--- src/rtl/run_seq_pkg.sv ---
// Shared types and default constants for the run sequencer.
package run_seq_pkg;

  localparam int DEF_CNT_W          = 32;
  localparam int DEF_START_LEN      = 1;
  localparam int DEF_HALT_MASK      = 2;
  localparam int DEF_TIMEOUT_CYCLES = 10000;

  typedef enum logic [2:0] {
    ST_IDLE    = 3'd0,
    ST_START   = 3'd1,
    ST_RUN     = 3'd2,
    ST_DONE    = 3'd3,
    ST_TIMEOUT = 3'd4
  } run_state_e;

  // States from which a run_req may launch a new run.
  function automatic logic can_launch(input run_state_e s);
    return (s == ST_IDLE) || (s == ST_DONE) || (s == ST_TIMEOUT);
  endfunction

endpackage

--- src/rtl/run_seq_if.sv ---
// Host/core handshake bundle for the run sequencer.
// master = sequencer side, slave = host/core side.
interface run_seq_if #(
  parameter int CNT_W = run_seq_pkg::DEF_CNT_W
);
  logic             run_req;
  logic             abort;
  logic             start;
  logic             halt;
  logic             busy;
  logic             done;
  logic             timed_out;
  logic [CNT_W-1:0] cycle_count;

  modport master (
    input  run_req, abort, halt,
    output start, busy, done, timed_out, cycle_count
  );

  modport slave (
    output run_req, abort, halt,
    input  start, busy, done, timed_out, cycle_count
  );
endinterface

--- src/rtl/run_cycle_counter.sv ---
// Saturating up-counter with synchronous clear (clear beats enable).
module run_cycle_counter #(
  parameter int W = 32
) (
  input  logic         CLK,
  input  logic         RST_N,
  input  logic         clr,
  input  logic         en,
  output logic [W-1:0] cnt
);

  // count up while enabled, stick at all-ones
  always_ff @(posedge CLK or negedge RST_N) begin
    if (!RST_N)                cnt <= '0;
    else if (clr)              cnt <= '0;
    else if (en && cnt != '1)  cnt <= cnt + W'(1);
  end

endmodule

--- src/rtl/run_sequencer.sv ---
// Run controller: launches the core with a start pulse, masks stale halt,
// then measures RUN cycles until halt or declares a timeout.
module run_sequencer
  import run_seq_pkg::*;
#(
  parameter int CNT_W          = DEF_CNT_W,
  parameter int START_LEN      = DEF_START_LEN,
  parameter int HALT_MASK      = DEF_HALT_MASK,
  parameter int TIMEOUT_CYCLES = DEF_TIMEOUT_CYCLES
) (
  input  logic     CLK,
  input  logic     RST_N,
  run_seq_if.master bus
);

  localparam int               SW         = $clog2(START_LEN + 1);
  localparam logic [SW-1:0]    START_LAST = SW'(START_LEN - 1);
  localparam logic [CNT_W:0]   MASK_EXT   = (CNT_W + 1)'(HALT_MASK);
  localparam logic [CNT_W-1:0] TO_VAL     = CNT_W'(TIMEOUT_CYCLES);
  localparam logic             TO_EN      = (TIMEOUT_CYCLES != 0);

  if (START_LEN < 1) begin : g_bad_start_len
    $error("run_sequencer: START_LEN must be >= 1");
  end
  if (HALT_MASK < 0) begin : g_bad_halt_mask
    $error("run_sequencer: HALT_MASK must be >= 0");
  end
  if (TIMEOUT_CYCLES < 0 ||
      (CNT_W < 31 && TIMEOUT_CYCLES >= (1 << CNT_W))) begin : g_bad_timeout
    $error("run_sequencer: TIMEOUT_CYCLES does not fit in CNT_W bits");
  end

  run_state_e       state;
  logic             start_r, busy_r, done_r, to_r;
  logic [CNT_W-1:0] cnt;
  logic [SW-1:0]    scnt;
  logic             in_mask, timeout_hit, launch, cnt_en, scnt_en;

  // The mask window is measured by cycle_count itself: it starts at 0 on
  // entry to RUN and increments on every masked cycle.
  assign in_mask     = {1'b0, cnt} < MASK_EXT;
  assign timeout_hit = TO_EN && (cnt == TO_VAL);
  assign launch      = !bus.abort && bus.run_req && can_launch(state);

  // Count RUN cycles; halt after the mask or a timeout freezes the value.
  assign cnt_en  = !bus.abort && (state == ST_RUN) &&
                   (in_mask || (!bus.halt && !timeout_hit));
  assign scnt_en = !bus.abort && (state == ST_START);

  run_cycle_counter #(.W(CNT_W)) u_cycle_cnt (
    .CLK   (CLK),
    .RST_N (RST_N),
    .clr   (launch),
    .en    (cnt_en),
    .cnt   (cnt)
  );

  run_cycle_counter #(.W(SW)) u_start_cnt (
    .CLK   (CLK),
    .RST_N (RST_N),
    .clr   (launch),
    .en    (scnt_en),
    .cnt   (scnt)
  );

  // Main FSM; all handshake outputs are registered here.
  always_ff @(posedge CLK or negedge RST_N) begin
    if (!RST_N) begin
      state   <= ST_IDLE;
      start_r <= 1'b0;
      busy_r  <= 1'b0;
      done_r  <= 1'b0;
      to_r    <= 1'b0;
    end else if (bus.abort) begin
      state   <= ST_IDLE;
      start_r <= 1'b0;
      busy_r  <= 1'b0;
      done_r  <= 1'b0;
      to_r    <= 1'b0;
    end else begin
      case (state)
        ST_IDLE, ST_DONE, ST_TIMEOUT: begin
          if (bus.run_req) begin
            state   <= ST_START;
            start_r <= 1'b1;
            busy_r  <= 1'b1;
            done_r  <= 1'b0;
            to_r    <= 1'b0;
          end
        end
        ST_START: begin
          if (scnt == START_LAST) begin
            state   <= ST_RUN;
            start_r <= 1'b0;
          end
        end
        ST_RUN: begin
          // halt beats the timeout when both land on the same cycle
          if (!in_mask && bus.halt) begin
            state  <= ST_DONE;
            busy_r <= 1'b0;
            done_r <= 1'b1;
          end else if (!in_mask && timeout_hit) begin
            state  <= ST_TIMEOUT;
            busy_r <= 1'b0;
            to_r   <= 1'b1;
          end
        end
        default: begin
          state   <= ST_IDLE;
          start_r <= 1'b0;
          busy_r  <= 1'b0;
        end
      endcase
    end
  end

  assign bus.start       = start_r;
  assign bus.busy        = busy_r;
  assign bus.done        = done_r;
  assign bus.timed_out   = to_r;
  assign bus.cycle_count = cnt;

endmodule
--- src/flat_wrapper.sv ---
// flat-port wrapper written by rule: the top's interface ports become plain ports
module run_sequencer_flat import run_seq_pkg::*;
#(
  parameter int CNT_W          = DEF_CNT_W,
  parameter int START_LEN      = DEF_START_LEN,
  parameter int HALT_MASK      = DEF_HALT_MASK,
  parameter int TIMEOUT_CYCLES = DEF_TIMEOUT_CYCLES
)
  (CLK, RST_N, bus_run_req, bus_abort, bus_halt, bus_start, bus_busy, bus_done, bus_timed_out, bus_cycle_count);
  run_seq_if #(.CNT_W(CNT_W)) bus_i ();
  input  logic CLK;
  input  logic RST_N;
  input wire logic [$bits(bus_i.run_req)-1:0] bus_run_req;
  input wire logic [$bits(bus_i.abort)-1:0] bus_abort;
  input wire logic [$bits(bus_i.halt)-1:0] bus_halt;
  output wire logic [$bits(bus_i.start)-1:0] bus_start;
  output wire logic [$bits(bus_i.busy)-1:0] bus_busy;
  output wire logic [$bits(bus_i.done)-1:0] bus_done;
  output wire logic [$bits(bus_i.timed_out)-1:0] bus_timed_out;
  output wire logic [$bits(bus_i.cycle_count)-1:0] bus_cycle_count;
  assign bus_i.run_req = bus_run_req;
  assign bus_i.abort = bus_abort;
  assign bus_i.halt = bus_halt;
  assign bus_start = bus_i.start;
  assign bus_busy = bus_i.busy;
  assign bus_done = bus_i.done;
  assign bus_timed_out = bus_i.timed_out;
  assign bus_cycle_count = bus_i.cycle_count;
  run_sequencer #(.CNT_W(CNT_W), .START_LEN(START_LEN), .HALT_MASK(HALT_MASK), .TIMEOUT_CYCLES(TIMEOUT_CYCLES)) u_core (.CLK(CLK), .RST_N(RST_N), .bus(bus_i));
endmodule
--- config.mk ---
export PLATFORM = sky130hd
export DESIGN_NAME = run_sequencer_flat
export DESIGN_NICKNAME = d
export VERILOG_FILES = /design/src/rtl/run_seq_pkg.sv /design/src/rtl/run_seq_if.sv /design/src/rtl/run_cycle_counter.sv /design/src/rtl/run_sequencer.sv /design/src/flat_wrapper.sv
export SDC_FILE = /design/constraint.sdc
export NUM_CORES = 1
export LEC_CHECK = 0
export CORE_MARGIN = 1.5
export CORE_UTILIZATION = 26
export CTS_CLUSTER_DIAMETER = 40
export DETAILED_ROUTE_END_ITERATION = 10
export PLACE_DENSITY = 0.57
export RECOVER_POWER = 25
export SYNTH_ARGS = -nofsm -noshare
export SYNTH_HDL_FRONTEND = slang
export SYNTH_HIERARCHICAL = 1
export SYNTH_SLANG_ARGS = --single-unit
export TNS_END_PERCENT = 5
--- constraint.sdc ---
create_clock -name CLK -period 9.7 [get_ports CLK]
set_input_delay 1.94 -clock CLK [delete_from_list [all_inputs] [get_ports CLK]]
set_output_delay 1.94 -clock CLK [all_outputs]
set_load 0.01 [all_outputs]
==> key figures <==
CTS
  – Clk pin slew, worst setup/hold paths: 0.07 ns
  – CTS tree: yes
  – Clock sink count: 40
  – Root Driver: clkbuf_8
  – Skew-Pair Late Insertion Delay: 0.29 ns
  – Clock tree buffer depth: 2
  – H-tree depth: 2
  – Post-CTS Setup Bufs: 0
  – # hold bufs at CTS: 0
  – # resized after CTS: 0
  – TritonCTS buffer count: 5

Timing
  – Least-Margin Pin Slew: 2.13 ns
  – RSZ-0062 raised after global routing: no
  – Min cycle time layout: 4.78 ns
  – Hold Vio Cnt, Final: 0
  – Maximum clock frequency: 209 MHz
  – Relative slew slack: -0.419
  – Fin Setup TNS: 0 ns
  – Clk_skew: 0.00287 ns
  – Setup violators final: 0
  – Pins over their slew limit: 41
  – Period Utilization, post-route: 0.493
  – Final WS setup: 4.92 ns

Route
  – DR WL/cell: 15.3 um
  – Initial DRC Count: 103
  – Routed Antenna Nets: 0
  – 1st-pass router iterations: 4
  – Vias: 2190
  – DRC viols: 0
  – Vias/cell: 5.45
  – Routed wire length: 6.17 mm

Placed design
  – Gpl congestion: 0.803
  – Final HPWL DP: 4.34 mm
  – Post-place setup slack: 4.63 ns
  – Dpl cell area: 2840 um2
  – Inst Count DP: 395
  – Port bufs: 40

GRT
  – GR Util All Layers: 0.135
  – Initial antenna violation count: 0
  – Vias in the first global route: 2054
  – Largest net degree at the start of global routing: 41
  – Global route total overflow: 0
  – First-pass GRT wire length: 10.6 mm

Power
  – PwrDens: 140 nW/um2
  – Sw Share: 0.307
  – Sw power: 127 uW
  – Sequential power share: 0.481
  – Peak supply drop: 0.0614 mV
  – Internal power: 285 uW
  – Leak: 1.13 nW
  – Clock share of power: 0.289
  – Combinational power share: 0.230

Synth
  – Register area share after synthesis: 0.431
  – Synth Area in Compound Gates: 0.196
  – Yosys reg bits: 40
  – Mapped Avg Cell Area: 9.26 um2
  – Post-Synthesis Cells: 251
  – Xor/xnor share of the synthesized area: 0.0377
  – Area of the mapped netlist: 2320 um2
  – Synth Area in Adders: 0.00538
  – Async set or reset register ratio after synthesis: 1.00
  – Post-synth net total: 257
  – Syn. warnings: 6
  – Post-synthesis mux area share: 0.0140
  – Simple-Gate Fraction of Synth Area: 0.293
  – Top_reg_cell synth: dfrtp_1
  – Post-synth EDFFs: 0
  – Main combinational cell family by area after synthesis: simple AND/OR/NAND/NOR gates
  – Unique cell type count in the Yosys netlist: 54

Worst hold path
  – Min-delay src: u_core/u_start_cnt/cnt
  – Hold Path Sink: u_core/u_start_cnt/cnt
  – HP Class: register to register
  – Hold path depth: 1

Final layout
  – Storage element area: 1000 um2
  – Antenna cells: 0
  – Area growth, synth to finish: 26.2%
  – Share of cells above drive strength 1: 0.0748
  – Design area: 2930 um2
  – Final net count: 300
  – Most common cell after layout, fill and taps aside: dfrtp_1
  – Area of the multi-input gates: 1270 um2
  – FILL cells: 925
  – Most frequent cells in the layout: dfrtp_1 (40), clkdlybuf4s50_1 (39), nor2_1 (25)
  – Final cell count without fillers: 402

Critical path
  – Critical Path Start Type: primary input
  – CP max FO: 7
  – FF-to-FF setup slack: 5.90 ns
  – Req. time, crit path: 9.91 ns
  – R2R cell count: 9
  – R2r endpoint: u_core/u_cycle_cnt/cnt[29]
  – FF-to-FF Start: u_core/u_cycle_cnt/cnt[23]
  – Worst setup EP type: register
  – Setup CP Type: primary input to register
  – CP Data Arrival Time: 5.00 ns

Floorplanning
  – Rows: 34
  – Die width: 97.6 um
  – Initial core utilization: 0.268
  – Die Area: 9520 um2
  – IO Pins: 41
  – Core area: 8680 um2
  – Chip Height: 97.6 um

Run
  – Max-capacitance violation count: 1

Run status
  – Status: finished with violations
  – Failing checks: capacitance limit, slew limit
## metrics by stage
| stage | utilization | total power [mW] | hold WS (ns) |
|---|---|---|---|
| after floorplan | - | 0.257 | 0.460 |
| after global routing | 0.338 | 0.437 | 0.511 |
| after global placement | 0.327 | 0.296 | 0.474 |
| final | 0.338 | 0.412 | 0.491 |
| after detailed placement | 0.327 | 0.298 | 0.476 |
| after CTS | 0.338 | 0.417 | 0.494 |
## how the worst max path moves through the flow
stage | slack (ns) | endpoint | depth (start not counted) | start
after CTS | 4.92 | u_core/u_cycle_cnt/cnt[29] | 8 | bus_abort
after floorplan | 5.44 | u_core/u_cycle_cnt/cnt[29] | 7 | bus_abort
after detailed placement | 4.63 | u_core/u_cycle_cnt/cnt[29] | 8 | bus_abort
after global placement | 4.67 | u_core/u_cycle_cnt/cnt[29] | 8 | bus_abort
final | 4.92 | u_core/u_cycle_cnt/cnt[29] | 8 | bus_abort
after global routing | 4.73 | u_core/u_cycle_cnt/cnt[29] | 8 | bus_abort
## Yosys cell counts (all sizes together) (2+ instances only)
library cell / instances / area [um2]
a211oi: 2 / 15.0
a21oi: 19 / 95.1
a311oi: 3 / 26.3
a41o: 2 / 20.0
and2: 2 / 12.5
and3: 7 / 48.8
buf: 2 / 18.8
clkbuf: 4 / 15.0
dfrtp: 40 / 1000
inv: 5 / 18.8
mux2: 2 / 22.5
nand2: 15 / 56.3
nand2b: 2 / 12.5
nand3: 12 / 60.1
nand4: 9 / 62.6
nor2: 26 / 97.6
nor2b: 2 / 12.5
nor3: 7 / 35.0
nor4: 12 / 75.1
o211ai: 2 / 15.0
o21ai: 18 / 90.1
o22a: 2 / 17.5
o311ai: 2 / 25.0
o31ai: 4 / 43.8
or3: 14 / 87.6
or4: 6 / 56.3
xnor2: 6 / 52.6
xor2: 4 / 35.0
## cells by family after synthesis
logic type                 Yosys count
and+or+nand+nor                    122
AOI/OAI and AO/OA                   64
DFF                                 40
buffers and inverters               11
xor gates and xnor gates            10
muxes                                3
adders and majority gates            1
## final cells by class
type / count / area share
clock buffers: 7 / 0.0328
well taps: 108 / 0.0461
inverters: 5 / 0.00640
flip-flops and latches: 40 / 0.341
multi-input cells: 200 / 0.434
repair buffers: 42 / 0.139
## per-layer routing
layer | GRT usage | wire length, um | up-vias | share of wire
met5 | 0 | 0 | - | 0
met4 | 0.0275 | 36 | 0 | 0.0058
met3 | 0.0324 | 439 | 5 | 0.071
met2 | 0.203 | 2680 | 70 | 0.43
met1 | 0.199 | 3010 | 1063 | 0.49
li1 | - | - | 1052 | -
## critical path, cell delays in order
cell and delay, ns:
clkdlybuf4s50_1 0.47, nor3_1 0.61, and3_4 0.39, nand4_1 0.15, or4_1 0.53, a2111o_1 0.45
or3_1 0.33, a21oi_1 0.14
## flip-flops by register name, indices dropped and copies added (netlist names)
register / flops
u_core/bus.busy: 1
u_core/bus.done: 1
u_core/bus.start: 1
u_core/bus.timed_out: 1
u_core/state: 3
u_core/u_cycle_cnt/cnt: 32
u_core/u_start_cnt/cnt: 1
## power groups by stage
stage	combinational [mW]	clock, mW	sequential, mW
CTS	0.0965	0.122	0.199
detailed placement	0.0962	0	0.202
floorplan	0.0573	0	0.200
global route	0.105	0.131	0.201
finish	0.0947	0.119	0.198
global placement	0.0944	0	0.202
Power figures use the tool's default switching activity.
